<file path="src/rtl/catch_referee.sv">
// catch_referee: game-flow controller for the two-glove catch game
module catch_referee #(
  parameter int TICK_DIV         = 210937,
  parameter int LOCKOUT_TICKS    = 32,
  parameter int MAX_FLIGHT_TICKS = 640,
  parameter int DROP_WAIT_TICKS  = 128,
  parameter int FLOOR_Y          = 55
) (
  input  logic        clk,
  input  logic        reset_n,
  input  logic [1:0]  ball_state,
  input  logic [15:0] ball_y,
  output logic        can_catch1,
  output logic        can_catch2,
  output logic        ball_reset,
  output logic [2:0]  phase,
  output logic [1:0]  thrower,
  output logic [7:0]  score1,
  output logic [7:0]  score2,
  output logic [7:0]  drops
);
  typedef enum logic [2:0] {
    SERVE   = 3'd0,
    HELD1   = 3'd1,
    HELD2   = 3'd2,
    FLIGHT  = 3'd3,
    DROPPED = 3'd4
  } phase_e;

  localparam logic [17:0] TICK_RELOAD = 18'(TICK_DIV);
  localparam logic [9:0]  LOCK_T      = 10'(LOCKOUT_TICKS);
  localparam logic [9:0]  MAX_T       = 10'(MAX_FLIGHT_TICKS);
  localparam logic [9:0]  WAIT_T      = 10'(DROP_WAIT_TICKS);
  localparam logic [15:0] FLOOR       = 16'(FLOOR_Y);

  phase_e      phase_q, phase_d;
  logic [17:0] tick_cnt_q, tick_cnt_d;
  logic [9:0]  timer_q, timer_d;
  logic [1:0]  thrower_q, thrower_d;
  logic [7:0]  score1_q, score1_d, score2_q, score2_d, drops_q, drops_d;
  logic        ball_reset_q, ball_reset_d;
  logic        can_catch1_q, can_catch1_d, can_catch2_q, can_catch2_d;
  logic        tick;
  logic        landed;

  assign tick   = tick_cnt_q == '0;
  assign landed = ball_state == 2'd0 && ball_y < FLOOR;

  // Tick divider reload and phase timer: cleared on any phase change, saturating tick count otherwise
  always_comb begin
    tick_cnt_d = tick ? TICK_RELOAD : tick_cnt_q - 18'd1;
    timer_d    = (phase_d != phase_q) ? '0 :
                 (tick && timer_q != '1) ? timer_q + 10'd1 : timer_q;
  end

  // Phase sequencing and score keeping; ball_state 3 falls through as "no change"
  always_comb begin
    phase_d   = phase_q;
    thrower_d = thrower_q;
    score1_d  = score1_q;
    score2_d  = score2_q;
    drops_d   = drops_q;
    case (phase_q)
      SERVE: begin
        if (ball_state == 2'd1) phase_d = HELD1;
        else if (ball_state == 2'd2) phase_d = HELD2;
      end
      HELD1: begin
        if (ball_state == 2'd0) begin
          phase_d   = FLIGHT;
          thrower_d = 2'd1;
        end else if (ball_state == 2'd2) phase_d = HELD2;
      end
      HELD2: begin
        if (ball_state == 2'd0) begin
          phase_d   = FLIGHT;
          thrower_d = 2'd2;
        end else if (ball_state == 2'd1) phase_d = HELD1;
      end
      FLIGHT: begin
        if (ball_state == 2'd1) begin
          phase_d  = HELD1;
          score1_d = (thrower_q != 2'd1 && score1_q != 8'hff) ? score1_q + 8'd1 : score1_q;
        end else if (ball_state == 2'd2) begin
          phase_d  = HELD2;
          score2_d = (thrower_q != 2'd2 && score2_q != 8'hff) ? score2_q + 8'd1 : score2_q;
        end else if (landed || timer_q >= MAX_T) begin
          phase_d = DROPPED;
          drops_d = (drops_q != 8'hff) ? drops_q + 8'd1 : drops_q;
        end
      end
      DROPPED: begin
        if (timer_q >= WAIT_T) phase_d = SERVE;
      end
      default: phase_d = SERVE;
    endcase
  end

  // Output flops are fed from next-state values so they line up with the registered phase
  always_comb begin
    ball_reset_d = phase_d == SERVE;
    can_catch1_d = phase_d == FLIGHT && (thrower_d != 2'd1 || timer_d >= LOCK_T);
    can_catch2_d = phase_d == FLIGHT && (thrower_d != 2'd2 || timer_d >= LOCK_T);
  end

  // State registers with asynchronous active-low reset
  always_ff @(posedge clk or negedge reset_n) begin
    if (!reset_n) begin
      phase_q      <= SERVE;
      tick_cnt_q   <= TICK_RELOAD;
      timer_q      <= '0;
      thrower_q    <= '0;
      score1_q     <= '0;
      score2_q     <= '0;
      drops_q      <= '0;
      ball_reset_q <= 1'b1;
      can_catch1_q <= 1'b0;
      can_catch2_q <= 1'b0;
    end else begin
      phase_q      <= phase_d;
      tick_cnt_q   <= tick_cnt_d;
      timer_q      <= timer_d;
      thrower_q    <= thrower_d;
      score1_q     <= score1_d;
      score2_q     <= score2_d;
      drops_q      <= drops_d;
      ball_reset_q <= ball_reset_d;
      can_catch1_q <= can_catch1_d;
      can_catch2_q <= can_catch2_d;
    end
  end

  assign phase      = phase_q;
  assign thrower    = thrower_q;
  assign score1     = score1_q;
  assign score2     = score2_q;
  assign drops      = drops_q;
  assign ball_reset = ball_reset_q;
  assign can_catch1 = can_catch1_q;
  assign can_catch2 = can_catch2_q;
endmodule

</file>
<file path="config.mk">
export PLATFORM = sky130hd
export DESIGN_NAME = catch_referee
export DESIGN_NICKNAME = d
export VERILOG_FILES = /design/src/rtl/catch_referee.sv
export SDC_FILE = /design/constraint.sdc
export NUM_CORES = 1
export LEC_CHECK = 0
export ABC_CLOCK_PERIOD_IN_PS = 6300
export CAP_MARGIN = 20
export CORE_ASPECT_RATIO = 0.5
export CORE_MARGIN = 2
export CORE_UTILIZATION = 35
export CTS_CLUSTER_SIZE = 16
export DETAILED_ROUTE_END_ITERATION = 10
export SKIP_LAST_GASP = 1
export SYNTH_ARGS = -nofsm -noshare
export SYNTH_HDL_FRONTEND = slang
export SYNTH_SLANG_ARGS = --single-unit
</file>
<file path="constraint.sdc">
create_clock -name clk -period 6.3 [get_ports clk]
set_clock_uncertainty 0.15 [all_clocks]
set_input_delay 1.26 -clock clk [delete_from_list [all_inputs] [get_ports clk]]
set_output_delay 1.26 -clock clk [all_outputs]
set_load 0.05 [all_outputs]
</file>
Yosys cells after proc, flatten, opt, wreduce, memory -nomap -nowiden. Cells that the tools add are included.

Output and inout bits: 32. Register bits: 60. Input port bits: 20.

Equality and inequality tests: 16. Mux-type cells: 16. $add $sub $neg: 5. Reductions and logical operators: 16. Order comparisons: 4. Bitwise operators: 2.

Operator list (number): 2-to-1 mux 3 bit (9); adder 8 x 1 -> 8 bit (second input constant) (3); != test 8 bit (second input constant) (3); 2-to-1 mux 10 bit (2); zero test 18 bit (1); 2-to-1 mux 18 bit (1); subtractor 18 x 1 -> 18 bit (second input constant) (1); < comparator 16 x 6 -> 1 bit (second input constant) (1); one-hot mux 3 bit (5 select lines) (1); adder 10 x 1 -> 10 bit (second input constant) (1); >= comparator 10 bit (second input constant) (1); >= comparator 10 x 6 -> 1 bit (second input constant) (1); >= comparator 10 x 8 -> 1 bit (second input constant) (1); != test 10 bit (second input constant) (1); equality test 3 x 2 -> 1 bit (second input constant) (3); logical AND 1 bit (6); zero test 3 bit (2); AND reduction 5 bit (1); 2-to-1 mux 2 bit (2); != test 2 x 1 -> 1 bit (second input constant) (2); != test 2 bit (second input constant) (2); one-hot mux 2 bit (2 select lines) (1); AND reduction 4 bit (1); equality test 3 x 1 -> 1 bit (second input constant) (1); other kinds (8) (11).

Logic depth before layout (Yosys ltp).
Depth after elaboration: 12. Depth in mapped cells: 9. Depth with buffers taken out: 8.

Least setup slack after synthesis. OpenSTA, ideal clock, no wires.

Kind: input to register. From: in ball_state[1]. To: reg drops_q[1] (netlist: drops[1]). Slack: 3.226 ns. Stages: 7. Path buffers: 0. Arrival: 2.799 ns. Path through: inv_1 ha_1 nor3b_1 o2111ai_1 and2_1 nor4_4 mux2_2.

Longest elaborated chain between the ends: 4. Elaborated cells on any way between the ends: 8. Classes of those cells: eq/ne: 2; bitwise: 2; reduce/logical: 4.

RTL lines: start, declared (line 11) `input logic [1:0] ball_state,`; zero test 2 bit (line 47) `assign landed = ball_state == 2'd0 && ball_y < FLOOR;`; logical AND 1 bit (line 47); logical OR 1 bit (line 87) `end else if (landed || timer_q >= MAX_T) begin`; AND reduction 5 bit (no source line) (*); end signal, assigned (line 126) `drops_q <= drops_d;`; end, declared (line 40) `logic [7:0] score1_q, score1_d, score2_q, score2_d, drops_q, drops_d;`.

Every way passes the cells marked *; elsewhere a longest branch is shown, timed or not. A chain may end at the register's enable or synchronous reset.

Worst setup path after layout.
From: in ball_state[0]. To: reg timer_q[5].

Longest elaborated chain between the ends: 9. Elaborated cells on any way between the ends: 16. Classes of those cells: eq/ne: 3; mux: 10; reduce/logical: 3.

RTL lines: zero test 2 bit (line 47, 69, 75); logical AND 1 bit (line 47); logical OR 1 bit (line 87); 2-to-1 mux 3 bit (line 87); 2-to-1 mux 3 bit (line 84) `end else if (ball_state == 2'd2) begin`; 2-to-1 mux 3 bit (line 81) `if (ball_state == 2'd1) begin`; one-hot mux 3 bit (5 select lines) (*) (line 63) `case (phase_q)`; != test 3 bit (*) (line 52) `timer_d = (phase_d != phase_q) ? '0 :`; 2-to-1 mux 10 bit (*) (line 52); net timer_d[5] (line 38) `logic [9:0] timer_q, timer_d;`; end signal, assigned (line 122) `timer_q <= timer_d;`; end, declared (line 38).

The timed path passes the listed nets; every way through them passes the cells marked *.

==> impl_metrics.toml <==
[synth]
syn_inst = 314
yosys.area.top_type = "dfrtp_1"
synthTopCellsByArea = "dfrtp_1 36%, dfstp_2 11%, xnor2_1 6.8%, xor2_1 3.5%, ha_1 3.5%"
synthFlopType = "dfrtp_1"
syn_area_sq_um = 3216
synth_area_per_cell_sq_um = 10.24
synthArstFlopShare = 1.000
yosysSeqAreaShare = 0.4724
synth_edf_count = 0
ys_ff_latch = 60
synth_fp_nets = 343
synth-warning-count = 0
synth_cell_types = 56
synth_top_area_frac = 0.3580

[floorplan]
initial_core_util = 0.3642
die-area_sq_um = 10020
die_w_um = 139.6
core_sq_um = 8828
die_h_um = 71.78
rows = 24
ios = 52

[setup_path]
cp_slowest_stage_delay_ns = 0.56
worstPathCellList = "clkdlybuf4s50_1 -> inv_1 -> ha_1 -> nor3b_1 -> o21ai_0 -> a22oi_1 -> a221oi_1 -> nand2_1 -> a211oi_1"
cp.arrival_ns = 3.57
slowest_stage = "clkdlybuf4s50_1"
path_max_fanout = 10
critPathTopFamily = "compound AO/OA/AOI/OAI gates"
crit_type = "input pin to flop"
critPathLaunchType = "input pin"
endpoint_kind = "flop"
required_ns = 6.38
critPathBufInv = 2

[timing]
finalSetupTns_ns = 0
fin_ws_ns = 2.817
finalHoldViolCount = 0
slew_headroom = 0.4956
min_period_ns = 3.483
hold_ws_ns = 0.3081
finalSetupViolCount = 0
fmax_mhz = 287.1
worst_pin_slew_ns = 0.7565
rsz0062_at_grt = "false"
fin_crit_sh = 0.5529
drv_slew = 0

[global_routing]
grt_max_degree = 61
grt_pass1_wl_mm = 11.92
antenna_found_initial = 0
grt.total_usage = 0.1492
grt_pass1_vias = 2527
overflow = 0

[cells_and_area]
fin_cells = 492
layout_commonest_cell = "clkdlybuf4s50_1"
fin_util = 0.4700
nets = 399
layout_common_cells = "50 x clkdlybuf4s50_1, 46 x dfrtp_1, 30 x nand2_1"
layout-drive-gt1-share = 0.1200
area_growth_pct = 29.03
seqCellArea_sq_um = 1519
multi_input_area_sq_um = 1612
nFillCells = 813
diodes = 0

[job]
max_cap_violations = 0

[route]
firstDrtPassIters = 5
routed_wirelength_mm = 6.847
viasPerCell = 5.087
wl_per_cell_um = 13.92
ant_nets = 0
drt_iter0_markers = 198
vias = 2503
drc_errors = 0

[clocking]
cts_hold_buffers = 0
cts.root.buffer_cell = "clkbuf_16"
insertion_delay_ns = 0.33
htreeDepth = 3
clock_path_buffers = 2
cts_resized = 0
clkSlewWorstSetupHoldPaths_ns = 0.05
clkSinkCount = 60
cts_tree = "done"
post_cts_buffers = 0
cts_buffers = 9

[power_and_ir_drop]
powerDensity_nw_per_um2 = 357.6
ir_drop_v = 0.0002364
p_leak_uw = 0.001706

[placement]
dp.cells = 476
dpl.hpwl_mm = 4.916
io_buffers = 51
post-place-ws_ns = 2.484
place_congestion = 0.8905

[outcome]
status = "completed"

[hold_path]
min-delay-path-class = "flop to flop"
==> layer usage <==
layer	vias up	global-route usage	wire length, um
met1	1215	0.1819	3194
li1	1232	-	-
met5	-	0	0
met3	14	0.04746	292
met4	0	0.05222	112
met2	42	0.2544	3249
==> per-stage QoR <==
step / power [uW] / area [sq um]
3_3_place_gp: 957.6 / 3831
5_1_grt: 1557 / 4149
2_1_floorplan: 806.4 / 3216
4_1_cts: 1498 / 4149
3_5_place_dp: 967.1 / 3831
6_report: 1484 / 4149
==> cell usage after synthesis (9+ instances only) <==
library cell and n:
dfrtp_1 46, nand2_1 30, nor2_1 29, xnor2_1 25
dfstp_2 14, xor2_1 13, nor3_1 12, inv_1 11
nand4_1 11, a21oi_1 10, o21ai_0 10, and3_1 9
ha_1 9, nand3_1 9
==> layout make-up <==
class,count,area share
inverter,11,0.009952
timing repair buffer,52,0.1236
clock inverter,5,0.01809
sequential,60,0.3661
clock buffer,11,0.05850
multi-input combinational,236,0.3884
tap,117,0.03528
==> sequential cells by signal (all words and copies together) (netlist names), 2 cells and up <==
name,flops
drops,8
phase,3
score1,8
score2,8
thrower,2
tick_cnt_q,18
timer_q,10
==> worst paths after layout <==
kind	from	to	slack (ns)	cells past startpoint
worst min-delay path	tick_cnt_q[0]$_DFF_PN1_	tick_cnt_q[0]$_DFF_PN1_	0.31	1
min in group asynchronous	reset_n	timer_q[4]$_DFF_PN0_	0.94	2
max in group asynchronous	reset_n	score2[2]$_DFFE_PN0P_	4.57	2
worst max-delay path	ball_state[0]	timer_q[5]$_DFF_PN0_	2.82	9
worst min register to register	tick_cnt_q[0]$_DFF_PN1_	tick_cnt_q[0]$_DFF_PN1_	0.31	1
worst max register to register	tick_cnt_q[0]$_DFF_PN1_	timer_q[8]$_DFF_PN0_	3.83	8
==> power breakdown <==
part	internal (uW)	switching, uW
clock network	354	168
registers	432	65.0
logic	164	300
total	950	533
==> logic make-up after synthesis <==
logic type / count (synthesis) / synth area share
adders and majority gates: 9 / 0.03502
AOI/OAI and AO/OA: 43 / 0.09067
muxes: 6 / 0.01984
buffers and inverters: 18 / 0.02646
xor gates and xnor gates: 38 / 0.1035
DFF: 60 / 0.4724
and+or+nand+nor: 140 / 0.2521
Power figures use the tool's default switching activity.
